$ cat src/rtl/dpcm_decoder_pkg.sv
// ============================================================================
// dpcm_decoder_pkg : shared DPCM constants, slot-state encoding, code helpers
// Revision 1.0
// ============================================================================
`default_nettype none

package dpcm_decoder_pkg;

    localparam int CODE_W         = 4;
    localparam int SAMPLE_W_DEF   = 8;
    localparam int STEP_SH_DEF    = 2;
    localparam int FRAME_LEN_DEF  = 16;

    localparam logic [CODE_W-1:0] RESYNC_CODE = 4'b1000;

    // Output slot: EMPTY means nothing presented to the sink.
    typedef enum logic [0:0] {
        ST_EMPTY = 1'b0,
        ST_FULL  = 1'b1
    } slot_state_e;

    function automatic logic is_resync(input logic [CODE_W-1:0] code);
        return (code == RESYNC_CODE);
    endfunction

endpackage

`default_nettype wire

$ cat src/rtl/dpcm_decoder_recon.sv
// ============================================================================
// dpcm_decoder_recon : combinational pred + (code <<< STEP_SH), wrap or clamp
// Config macro: DPCM_DEC_SAT_EN (defined = saturate, undefined = wrap)
// Revision 1.0
// ============================================================================
`default_nettype none

module dpcm_decoder_recon
    import dpcm_decoder_pkg::*;
#(
    parameter int SAMPLE_W = SAMPLE_W_DEF,
    parameter int STEP_SH  = STEP_SH_DEF
) (
    input  logic [SAMPLE_W-1:0] pred_i,
    input  logic [CODE_W-1:0]   code_i,
    output logic [SAMPLE_W-1:0] sample_o
);

    logic signed [SAMPLE_W:0] w_diff;
    logic signed [SAMPLE_W:0] w_sum;

    // One guard bit above the sample width exposes overflow as MSB != MSB-1.
    assign w_diff = $signed({{(SAMPLE_W+1-CODE_W){code_i[CODE_W-1]}}, code_i}) <<< STEP_SH;
    assign w_sum  = $signed({pred_i[SAMPLE_W-1], pred_i}) + w_diff;

`ifdef DPCM_DEC_SAT_EN
    always_comb begin
        sample_o = w_sum[SAMPLE_W-1:0];
        if (w_sum[SAMPLE_W] != w_sum[SAMPLE_W-1]) begin
            sample_o = w_sum[SAMPLE_W] ? {1'b1, {(SAMPLE_W-1){1'b0}}}
                                       : {1'b0, {(SAMPLE_W-1){1'b1}}};
        end
    end
`else
    logic w_unused_msb;
    assign w_unused_msb = w_sum[SAMPLE_W];
    assign sample_o     = w_sum[SAMPLE_W-1:0];
`endif

endmodule

`default_nettype wire

$ cat src/rtl/dpcm_decoder.sv
// ============================================================================
// dpcm_decoder : rebuilds signed PCM samples from a valid/ready DPCM code stream
// Config macro: DPCM_DEC_SAT_EN (saturating reconstruction when defined)
// Revision 1.0
// ============================================================================
`default_nettype none

module dpcm_decoder
    import dpcm_decoder_pkg::*;
#(
    parameter int SAMPLE_W  = SAMPLE_W_DEF,
    parameter int STEP_SH   = STEP_SH_DEF,
    parameter int FRAME_LEN = FRAME_LEN_DEF
) (
    input  logic                clock,
    input  logic                reset,
    input  logic                in_valid,
    output logic                in_ready,
    input  logic [CODE_W-1:0]   data,
    output logic                out_valid,
    input  logic                out_ready,
    output logic [SAMPLE_W-1:0] out_data,
    output logic                frame_start
);

    localparam int CNT_W = (FRAME_LEN > 1) ? $clog2(FRAME_LEN) : 1;
    localparam logic [CNT_W-1:0] CNT_LAST = CNT_W'(FRAME_LEN - 1);

    slot_state_e         state_q, state_d;
    logic [SAMPLE_W-1:0] out_data_q, out_data_d;
    logic                frame_start_q, frame_start_d;
    logic [SAMPLE_W-1:0] pred_q, pred_d;
    logic [CNT_W-1:0]    cnt_q, cnt_d;

    logic                w_accept;
    logic                w_resync;
    logic                w_norm;
    logic                w_drain;
    logic [SAMPLE_W-1:0] w_sample;

    dpcm_decoder_recon #(
        .SAMPLE_W (SAMPLE_W),
        .STEP_SH  (STEP_SH)
    ) u_recon (
        .pred_i   (pred_q),
        .code_i   (data),
        .sample_o (w_sample)
    );

    assign out_valid   = (state_q == ST_FULL);
    assign in_ready    = !out_valid || out_ready;
    assign out_data    = out_data_q;
    assign frame_start = frame_start_q;

    assign w_accept = in_valid && in_ready;
    assign w_resync = is_resync(data);
    assign w_norm   = w_accept && !w_resync;
    assign w_drain  = out_valid && out_ready;

    always_comb begin
        state_d       = state_q;
        out_data_d    = out_data_q;
        frame_start_d = frame_start_q;
        pred_d        = pred_q;
        cnt_d         = cnt_q;

        unique case (state_q)
            ST_EMPTY: if (w_norm) state_d = ST_FULL;
            ST_FULL: begin
                if (w_norm)       state_d = ST_FULL;
                else if (w_drain) state_d = ST_EMPTY;
            end
            default:              state_d = ST_EMPTY;
        endcase

        if (w_norm) begin
            out_data_d    = w_sample;
            frame_start_d = (cnt_q == '0);
            // Last sample of a frame is still emitted; only the predictor restarts.
            if (cnt_q == CNT_LAST) begin
                cnt_d  = '0;
                pred_d = '0;
            end else begin
                cnt_d  = cnt_q + 1'b1;
                pred_d = w_sample;
            end
        end else if (w_accept) begin
            cnt_d  = '0;
            pred_d = '0;
        end
    end

    always_ff @(posedge clock) begin
        if (reset) begin
            state_q       <= ST_EMPTY;
            out_data_q    <= '0;
            frame_start_q <= 1'b0;
            pred_q        <= '0;
            cnt_q         <= '0;
        end else begin
            state_q       <= state_d;
            out_data_q    <= out_data_d;
            frame_start_q <= frame_start_d;
            pred_q        <= pred_d;
            cnt_q         <= cnt_d;
        end
    end

endmodule

`default_nettype wire

$ cat config.mk
export PLATFORM = sky130hd
export DESIGN_NAME = dpcm_decoder
export DESIGN_NICKNAME = d
export VERILOG_FILES = /design/src/rtl/dpcm_decoder_pkg.sv /design/src/rtl/dpcm_decoder_recon.sv /design/src/rtl/dpcm_decoder.sv
export SDC_FILE = /design/constraint.sdc
export NUM_CORES = 1
export LEC_CHECK = 0
export CORE_MARGIN = 2
export CORE_UTILIZATION = 35
export CTS_BUF_LIST = sky130_fd_sc_hd__clkbuf_8
export CTS_CLUSTER_DIAMETER = 50
export DETAILED_ROUTE_END_ITERATION = 10
export PLACE_DENSITY_LB_ADDON = 0.3
export SLEW_MARGIN = 30
export SYNTH_ARGS = -nofsm -noshare
export SYNTH_HDL_FRONTEND = slang
export SYNTH_SLANG_ARGS = --single-unit
$ cat constraint.sdc
create_clock -name clock -period 2.3 [get_ports clock]
set_input_delay 0.46 -clock clock [delete_from_list [all_inputs] [get_ports clock]]
set_output_delay 0.46 -clock clock [all_outputs]
set_load 0.02 [all_outputs]
Yosys cells after proc, flatten, opt, wreduce, memory -nomap -nowiden
Cells that the tools add are included.

cells by class
  add/sub/neg operators = 2
  eq/ne operators = 2
  muxes and demuxes = 10
  bitwise operators = 1
  reduce and logical (&&, ||, !) cells = 8

operators with widths
  kind                   number
  $mux W8                3
  $mux W4                3
  $add A8 B6 Y8          1
  $eq A4 B4 Y1 const B   2
  $add A4 B1 Y4 const B  1
  $logic_not A4 Y1       1
  $logic_and A1 B1 Y1    3
  $mux W1                3
  $logic_not A1 Y1       2
  $pmux W1 S2            1
  $reduce_bool A2 Y1     1
  $logic_or A1 B1 Y1     1
  $not A1 Y1             1

storage, ports and cells
  register bits after elaboration = 22
  input port bits = 8
  output and inout bits = 11
  logic and storage cells = 28

Longest topological paths before layout
Gate-level depths: netlist (run 1).

  depth in word-level cells = 6
  depth in mapped cells = 8
  gate-level depth less buffers = 8

Cells and area by module
From an unflattened synthesis (run 1), not the netlist that was laid out.

second synthesis, totals
  cells, all modules = 118
  area, all modules = 1113.6 um2

modules (own cells, without submodules)
  module              instances  cells an instance  area an instance (um2)  seq. area each (um2)
  dpcm_decoder        1          97                 912.1                   440.4
  dpcm_decoder_recon  1          21                 201.4                   0.0

Least setup slack after synthesis (run 1)
No wires, ideal clock.

  path type = in2reg
  start = input port data[0]
  end = register out_data_q[6] (netlist: out_data[6])
  library setup time = 0.074 ns
  arrival = 1.732 ns
  data required time = 2.226 ns
  setup slack = 0.494 ns
  stages on the path = 8
  path buffers = 0
  cell sequence = ha_1 -> inv_1 -> fa_1 -> inv_1 -> a21o_1 -> a21oi_1 -> or3_1 -> a31oi_1

on the way
  word-level cells in the longest chain between the ends = 3
  elaborated cells on any way between the ends = 4
  those cells by class = 1 x add/sub; 1 x eq/ne; 2 x reduce/logical

ends and longest elaborated chain
  item                                                                   RTL line             source
  start, declared                                                        dpcm_decoder.sv:19   input logic [CODE_W-1:0] data,
  parallel branches: the longest is 3 deep, another holds $add A8 B6 Y8  n/a
  end signal, assigned                                                   dpcm_decoder.sv:102  out_data_q <= out_data_d;
  end, declared                                                          dpcm_decoder.sv:30   logic [SAMPLE_W-1:0] out_data_q, out_data_d;

Several ways; the timed one is not identified.
A chain may end at the register's enable or synchronous reset.

Worst setup path after layout (run 1)
  start = input port out_ready
  end = output port in_ready

on the way
  word-level cells in the longest chain between the ends = 1

ends and longest elaborated chain
  item                RTL line            source
  start, declared     dpcm_decoder.sv:21  input logic out_ready,
  $logic_or A1 B1 Y1  dpcm_decoder.sv:51  assign in_ready = !out_valid || out_ready;
  end, declared       dpcm_decoder.sv:18  output logic in_ready,

No other way between the ends.

==> metrics.txt, run 1 <==
status=completed; first-pass GRT wire length=3450 um; Hold Path Class=register to register; CP Launch Type=primary input; vias=820; final hold vios=0; Post-Place Setup Slack=-0.0238 ns; clock network power share=30.9%; Routability Congestion=0.740; post-DR vias/cell=5.06; final WL=1930 um; Initial Utilization=36.5%; post-synth top area share=36.4%; Critical Path Fanout Max=2; Hold Path Depth=2; total global routing overflow=0; pwr/cell area=674 nW/um2; Peak supply drop=0.347 mV; Synth Instances=109; number of antenna diodes=0; # IOs=19; Initial DRC Count=13; final worst clock skew=0.00441 ns; highest routed layer=met4; Die ar.=3270 um2; Final setup viols=0; number of flops mapped to enable cells by yosys=0; synthesis-stage register bit count=18; Simple-Gate Fraction of Synth Area=19.2%; switching share of power=28.9%; vias in the first global route=789; Core Box Area=2710 um2; 1st-pass router iterations=4; met2 WL=960 um; post-synthesis compound-gate area fraction=21.1%; DP Wirelength=1490 um; critical path class=primary input to output pin; Syn. warnings=0; PostCTS Resize Cnt=0; nets=148; CP Capture Type=output pin; crit share post-route=90.7%; Mapped Area=990 um2; number of port buffers=16; Mapped Avg Cell Area=9.08 um2; hold slack=0.457 ns; main combinational cell family by area after synthesis=compound AO/OA/AOI/OAI gates; Pint=0.601 mW; Post-Synth Adder-Cell Area=10.9%; H-tree depth=1; NetSw=0.244 mW; Critical Path, Cell by Cell=clkdlybuf4s50_1, nand2b_1, clkdlybuf4s50_1; Data arrival, critical path=1.63 ns; Worst-Skew Late Latency=0.26 ns; post-synth top area cell=dfxtp_1; Cell Count Post-Placement=158; clk slew on worst S/H paths=0.07 ns; Gate power share=26.9%; RSZ-0062 raised after global routing=no; Flop pwr share=42.2%; P&R area growth vs syn=26.8%; CTS Buf Count=3; count of different cell masters after synthesis=32; die height=57.2 um; placed instance area=1200 um2; mux cell area share after synthesis=0%; number of fill cells in the layout=276; Post-DRT Antenna Nets=0; CTS tree=yes; Rows=19; Min Clock Period, post-route=2.09 ns; die width=57.2 um; Synth area leaders=dfxtp_1, ha_1, a21oi_1; leak pwr=0.513 nW; hold_buf cts=0; post-CTS setup buffers=0; met3 WL=62 um; R2R depth=8; DRC viols=0; Max Cap Viol=0; Primary FF master, synth=dfxtp_1; Worst path slowest cell=clkdlybuf4s50_1; CP max stage delay=0.60 ns; met1 wire length=882 um; crit-path most repeated cell=clkdlybuf4s50_1; largest net degree at the start of global routing=11; fin area=1250 um2; layout cells sized above 1=15.3%; slack of the critical path=0.214 ns; maximum root-to-sink buffer count=2; wire length per cell=11.9 um; Synth Area in XOR/XNOR=4.42%; FFs w/ async S/R, synth=0%; Max Fclk=479 MHz; post-layout util=46.3%; register area share after synthesis=36.4%; initial antenna violation count=0; Crit path required time=1.84 ns; CTS Root Cell=clkbuf_8; fin cells=162; Global Route Usage Sum=13.7%; CTS sink cnt=18; Max Slew Vio Count=0
layout make-up:
type / count / area (um2) / area share [%]
Timing Repair Buffer: 23 / 213 / 16.9
Tap cell: 31 / 38.8 / 3.09
Sequential cell: 18 / 360 / 28.7
Inverter: 8 / 30.0 / 2.39
Multi-Input combinational cell: 78 / 558 / 44.5
Clock buffer: 4 / 55.1 / 4.39
placed cells by master, fill, tap and decap left out:
cell type        instances
dfxtp_1                 18
clkdlybuf4s50_1         16
a21oi_1                 12
nand2_1                  9
nor2_1                   9
inv_1                    8
ha_1                     7
buf_4                    7
nand3_1                  6
a22oi_1                  5
xnor2_1                  4
clkbuf_8                 4
nor2_2                   2
a211oi_2                 2
o21ai_0                  2
a21o_1                   2
o21ai_1                  2
conb_1                   2
nand2b_1                 1
nand2_4                  1
nor4b_4                  1
nand3b_4                 1
o21bai_1                 1
a21oi_2                  1
xor2_1                   1
a31oi_4                  1
nor3_1                   1
or3_1                    1
a31oi_1                  1
nand3b_1                 1
a211oi_1                 1
fa_1                     1
layer usage:
| metal | vias to the layer above | track usage, % |
|---|---|---|
| met5 | - | 0 |
| met4 | 0 | 7.97 |
| met3 | 3 | 3.17 |
| met2 | 14 | 22.3 |
| met1 | 383 | 16.5 |
| li1 | 420 | - |
synthesized netlist by cell type (4+ instances only):
| master | count |
|---|---|
| a21oi_1 | 12 |
| nand3_1 | 6 |
| inv_1 | 8 |
| xnor2_1 | 4 |
| ha_1 | 7 |
| nand2_1 | 9 |
| a22oi_1 | 5 |
| dfxtp_1 | 18 |
| nor2_1 | 9 |
through the flow:
step           power (mW)  setup TNS, ns
4_1_cts             0.857              0
2_1_floorplan       0.516              0
5_1_grt             0.898              0
3_3_place_gp        0.589              0
6_report            0.846              0
3_5_place_dp        0.593        -0.0238
cell families (layout without fill, tap and decap cells):
logic type,Yosys count,after routing
AO/OA/AOI/OAI,30,30
XOR/XNOR,5,5
adder cells (fa/ha/maj),8,8
buffers and inverters,14,35
flip-flops,18,18
other,1,2
AND/OR/NAND/NOR,33,33
final timing paths:
kind	from	endpoint	slack, ns
worst min register to register	frame_start$_SDFFE_PP0P_	frame_start$_SDFFE_PP0P_	0.46
worst max register to register	pred_q[2]$_SDFFE_PP0P_	out_data[6]$_SDFFE_PP0P_	0.60
worst max-delay path	out_ready	in_ready	0.21
worst min-delay path	frame_start$_SDFFE_PP0P_	frame_start$_SDFFE_PP0P_	0.46
power groups by stage:
stage          Sequential (mW)  Clock, mW  Combinational [mW]
2_1_floorplan            0.379          0               0.136
3_3_place_gp             0.364          0               0.226
3_5_place_dp             0.365          0               0.228
4_1_cts                  0.357      0.269               0.231
5_1_grt                  0.361      0.283               0.254
6_report                 0.357      0.261               0.227
sequential cells by signal, indices dropped and copies added, names as in the netlist:
name and count:
out_data 6, pred_q 6, cnt_q 4, frame_start 1, out_valid 1
critical path: cells and delay by family:
kind	cells	cell delay [ns]
buffers and inverters	2	1.05
AND/OR/NAND/NOR	1	0.12
No activity file was read; power rests on OpenSTA's default activity.
==> run 2, diff against run 1 <==
- SKIP_LAST_GASP: not set -> 1
==> results of run 2 <==
No change in the layout: final DEF, timing and power equal those of run 1.
==> RTL change (settings of run 2) <==
Make the reset (`reset`) asynchronous in one clocked block.
--- a/src/rtl/dpcm_decoder.sv
+++ b/src/rtl/dpcm_decoder.sv
@@ -91,5 +91,5 @@
     end
 
-    always_ff @(posedge clock) begin
+    always_ff @(posedge clock or posedge reset) begin
         if (reset) begin
             state_q       <= ST_EMPTY;
Formal check against the unedited RTL: differs if reset is asserted again (counterexample within 4 cycles, from zero or initial values and one cycle with reset high); with reset held inactive, the same outputs for 10 cycles.
==> RTL change against run 2 <==
- cell area increased by 3.6%
- synthesized area increased by 3.2%
- sequential cell count unchanged
- routed wire length increased by 1.9%
- highest routed layer unchanged
- register-to-register slack about the same
- setup slack got worse by 0.019 ns
- first-iteration DRC count decreased by 7.7%
- via count decreased by 6.6%
Power is not compared: it rests on default switching activity, and its combinational part moved more than twofold at a synthesized area within 25%.
==> RTL change: results (changes against run 2) <==
Synth
  – Synth unique cells: 32 (unchanged)
  – Async SR Flop Fraction: 1.00 (was 0)
  – Mux share of post-synthesis cell area: 0.0221 (was 0)
  – Commonest cells post-synth: dfrtp_1, nand2_1, ha_1, inv_1, o21ai_0 (was dfxtp_1, a21oi_1, nand2_1, nor2_1, inv_1)
  – Synth Area in XOR/XNOR: 0.0343 (was 0.0442)
  – Synth Area in Compound Gates: 0.152 (was 0.211)
  – Sequential area share after synthesis: 0.441 (was 0.364)
  – Syn. warnings: 0 (unchanged)
  – Post-Synth Adder-Cell Area: 0.105 (was 0.109)
  – Synth Area per Inst: 10.0 µm² (was 9.08 µm²)
  – Synth top area cells: dfrtp_1, ha_1, nand2_1 (was dfxtp_1, ha_1, a21oi_1)

Clock tree
  – CTS clock-pin slew for the worst setup and hold paths: 0.06 ns
  – TritonCTS Buffers: 3 (unchanged)
  – CTS Root Cell: clkbuf_8 (unchanged)
  – # H-tree levels: 1 (unchanged)
  – Clk_lat worst skew: 0.26 ns (about the same)
  – Max Buffers Root-to-Sink: 2 (unchanged)
  – Post-CTS setup buffers: 0 (unchanged)
  – # resized after CTS: 0 (unchanged)

Drt
  – Vias: 766 (was 820)
  – TritonRoute pass-1 iters: 4 (unchanged)
  – DR WL/cell: 12.5 µm (was 11.9 µm)
  – Initial DRC Count: 12 (was 13)

Placement
  – DP Worst Slack: 0.0124 ns (was -0.0238 ns)
  – Placed cells: 154 (was 158)
  – Area after DPL: 1260 µm² (was 1200 µm²)
  – Port bufs: 16 (unchanged)
  – Routability Congestion: 0.814 (was 0.740)
  – Detailed placement HPWL: 1470 µm (was 1490 µm)

Setup path
  – CP max stage delay: 0.60 ns (about the same)
  – Worst-path maximum fanout: 4 (was 2)
  – Crit-path slowest cell: clkdlybuf4s50_1 (unchanged)

Global routing
  – Vias in the first global route: 759 (was 789)
  – First-pass GRT wire length: 3470 µm (was 3450 µm)
  – Initial antenna violation count: 0 (unchanged)
  – Overall Global Routing Usage: 0.136 (was 0.137)
  – Largest net degree at the start of global routing: 19 (was 11)

Finish
  – Finished Layout Cells: 157 (was 162)
  – Layout cells sized above 1: 0.135 (was 0.153)
  – Diode count: 0 (unchanged)
  – Nets@finish: 144 (was 148)

Power
  – Worst IR Drop VDD: 0.000652 V
  – Leak: 0.000602 µW
  – Internal: 938 µW

Timing
  – Slew Limit Fails: 0 (unchanged)
  – Slew headroom: 0.546
  – Worst Skew: 0.00394 ns (was 0.00441 ns)

Hold path
  – Worst hold path class: reg -> reg (unchanged)

Outcome
  – Status: completed (unchanged)
==> RTL change: cell count changes after synthesis, sizes merged, moves of 4 or more <==
cell	delta
a21oi	-12
dfrtp	+18
nand3	-4
nand2	+6
a22o	+5
o21ai	+7
dfxtp	-18
a22oi	-5
nor2	-7
==> RTL change: kinds of logic (layout without fill, tap and decap cells) <==
family,Yosys count,after routing
other cells,1,2
mux,2,2
compound gates,23,23
fa+ha+maj,8,8
flops,18,18
buf+inv,11,34
simple gates,35,35
xor+xnor,4,4
==> RTL change: layout make-up <==
type | count | area, µm²
clock buffer | 3 | 41.3
fill | 270 | 1460
inverter | 7 | 26.3
multi-input combinational | 74 | 523
sequential | 18 | 450
tap | 31 | 38.8
timing repair buffer | 24 | 220
==> RTL change: worst max-delay path, delay by kind of cell <==
kind,cells,cell delay [ns]
simple gates,1,0.14
buf+inv,2,1.05
==> RTL change: metrics by stage <==
stage	total power, µW	util
3_5_place_dp	1280	0.456
5_1_grt	1620	0.471
3_3_place_gp	1260	0.456
6_report	1490	0.471
2_1_floorplan	1030	-
4_1_cts	1500	0.471
==> RTL change: path summary, 6_finish.rpt <==
| kind | startpoint | slack, ns | cells after the start | endpoint |
|---|---|---|---|---|
| worst max-delay path | out_ready | 0.19 | 3 | in_ready |
| worst min register to register | frame_start | 0.49 | 2 | frame_start |
| min in group asynchronous | reset | 0.61 | 2 | pred_q[7] |
| max in group asynchronous | reset | 1.26 | 2 | out_data[4] |
| worst min-delay path | frame_start | 0.49 | 2 | frame_start |
| worst max register to register | pred_q[3] | 0.60 | 6 | pred_q[7] |
==> RTL change: power by group through the flow <==
| stage | Sequential [µW] | Clock, µW | Combinational, µW |
|---|---|---|---|
| 3_5_place_dp | 549 | 0 | 729 |
| 6_report | 545 | 221 | 725 |
| 4_1_cts | 545 | 228 | 732 |
| 5_1_grt | 562 | 238 | 816 |
| 2_1_floorplan | 607 | 0 | 421 |
| 3_3_place_gp | 544 | 0 | 715 |
==> RTL change: routing by layer <==
metal / vias up / part of all wire / global-route usage
met2: 19 / 0.42 / 0.201
met5: - / 0 / 0
li1: 397 / - / -
met1: 348 / 0.52 / 0.197
met4: 0 / 0.016 / 0.0498
met3: 2 / 0.046 / 0.0290
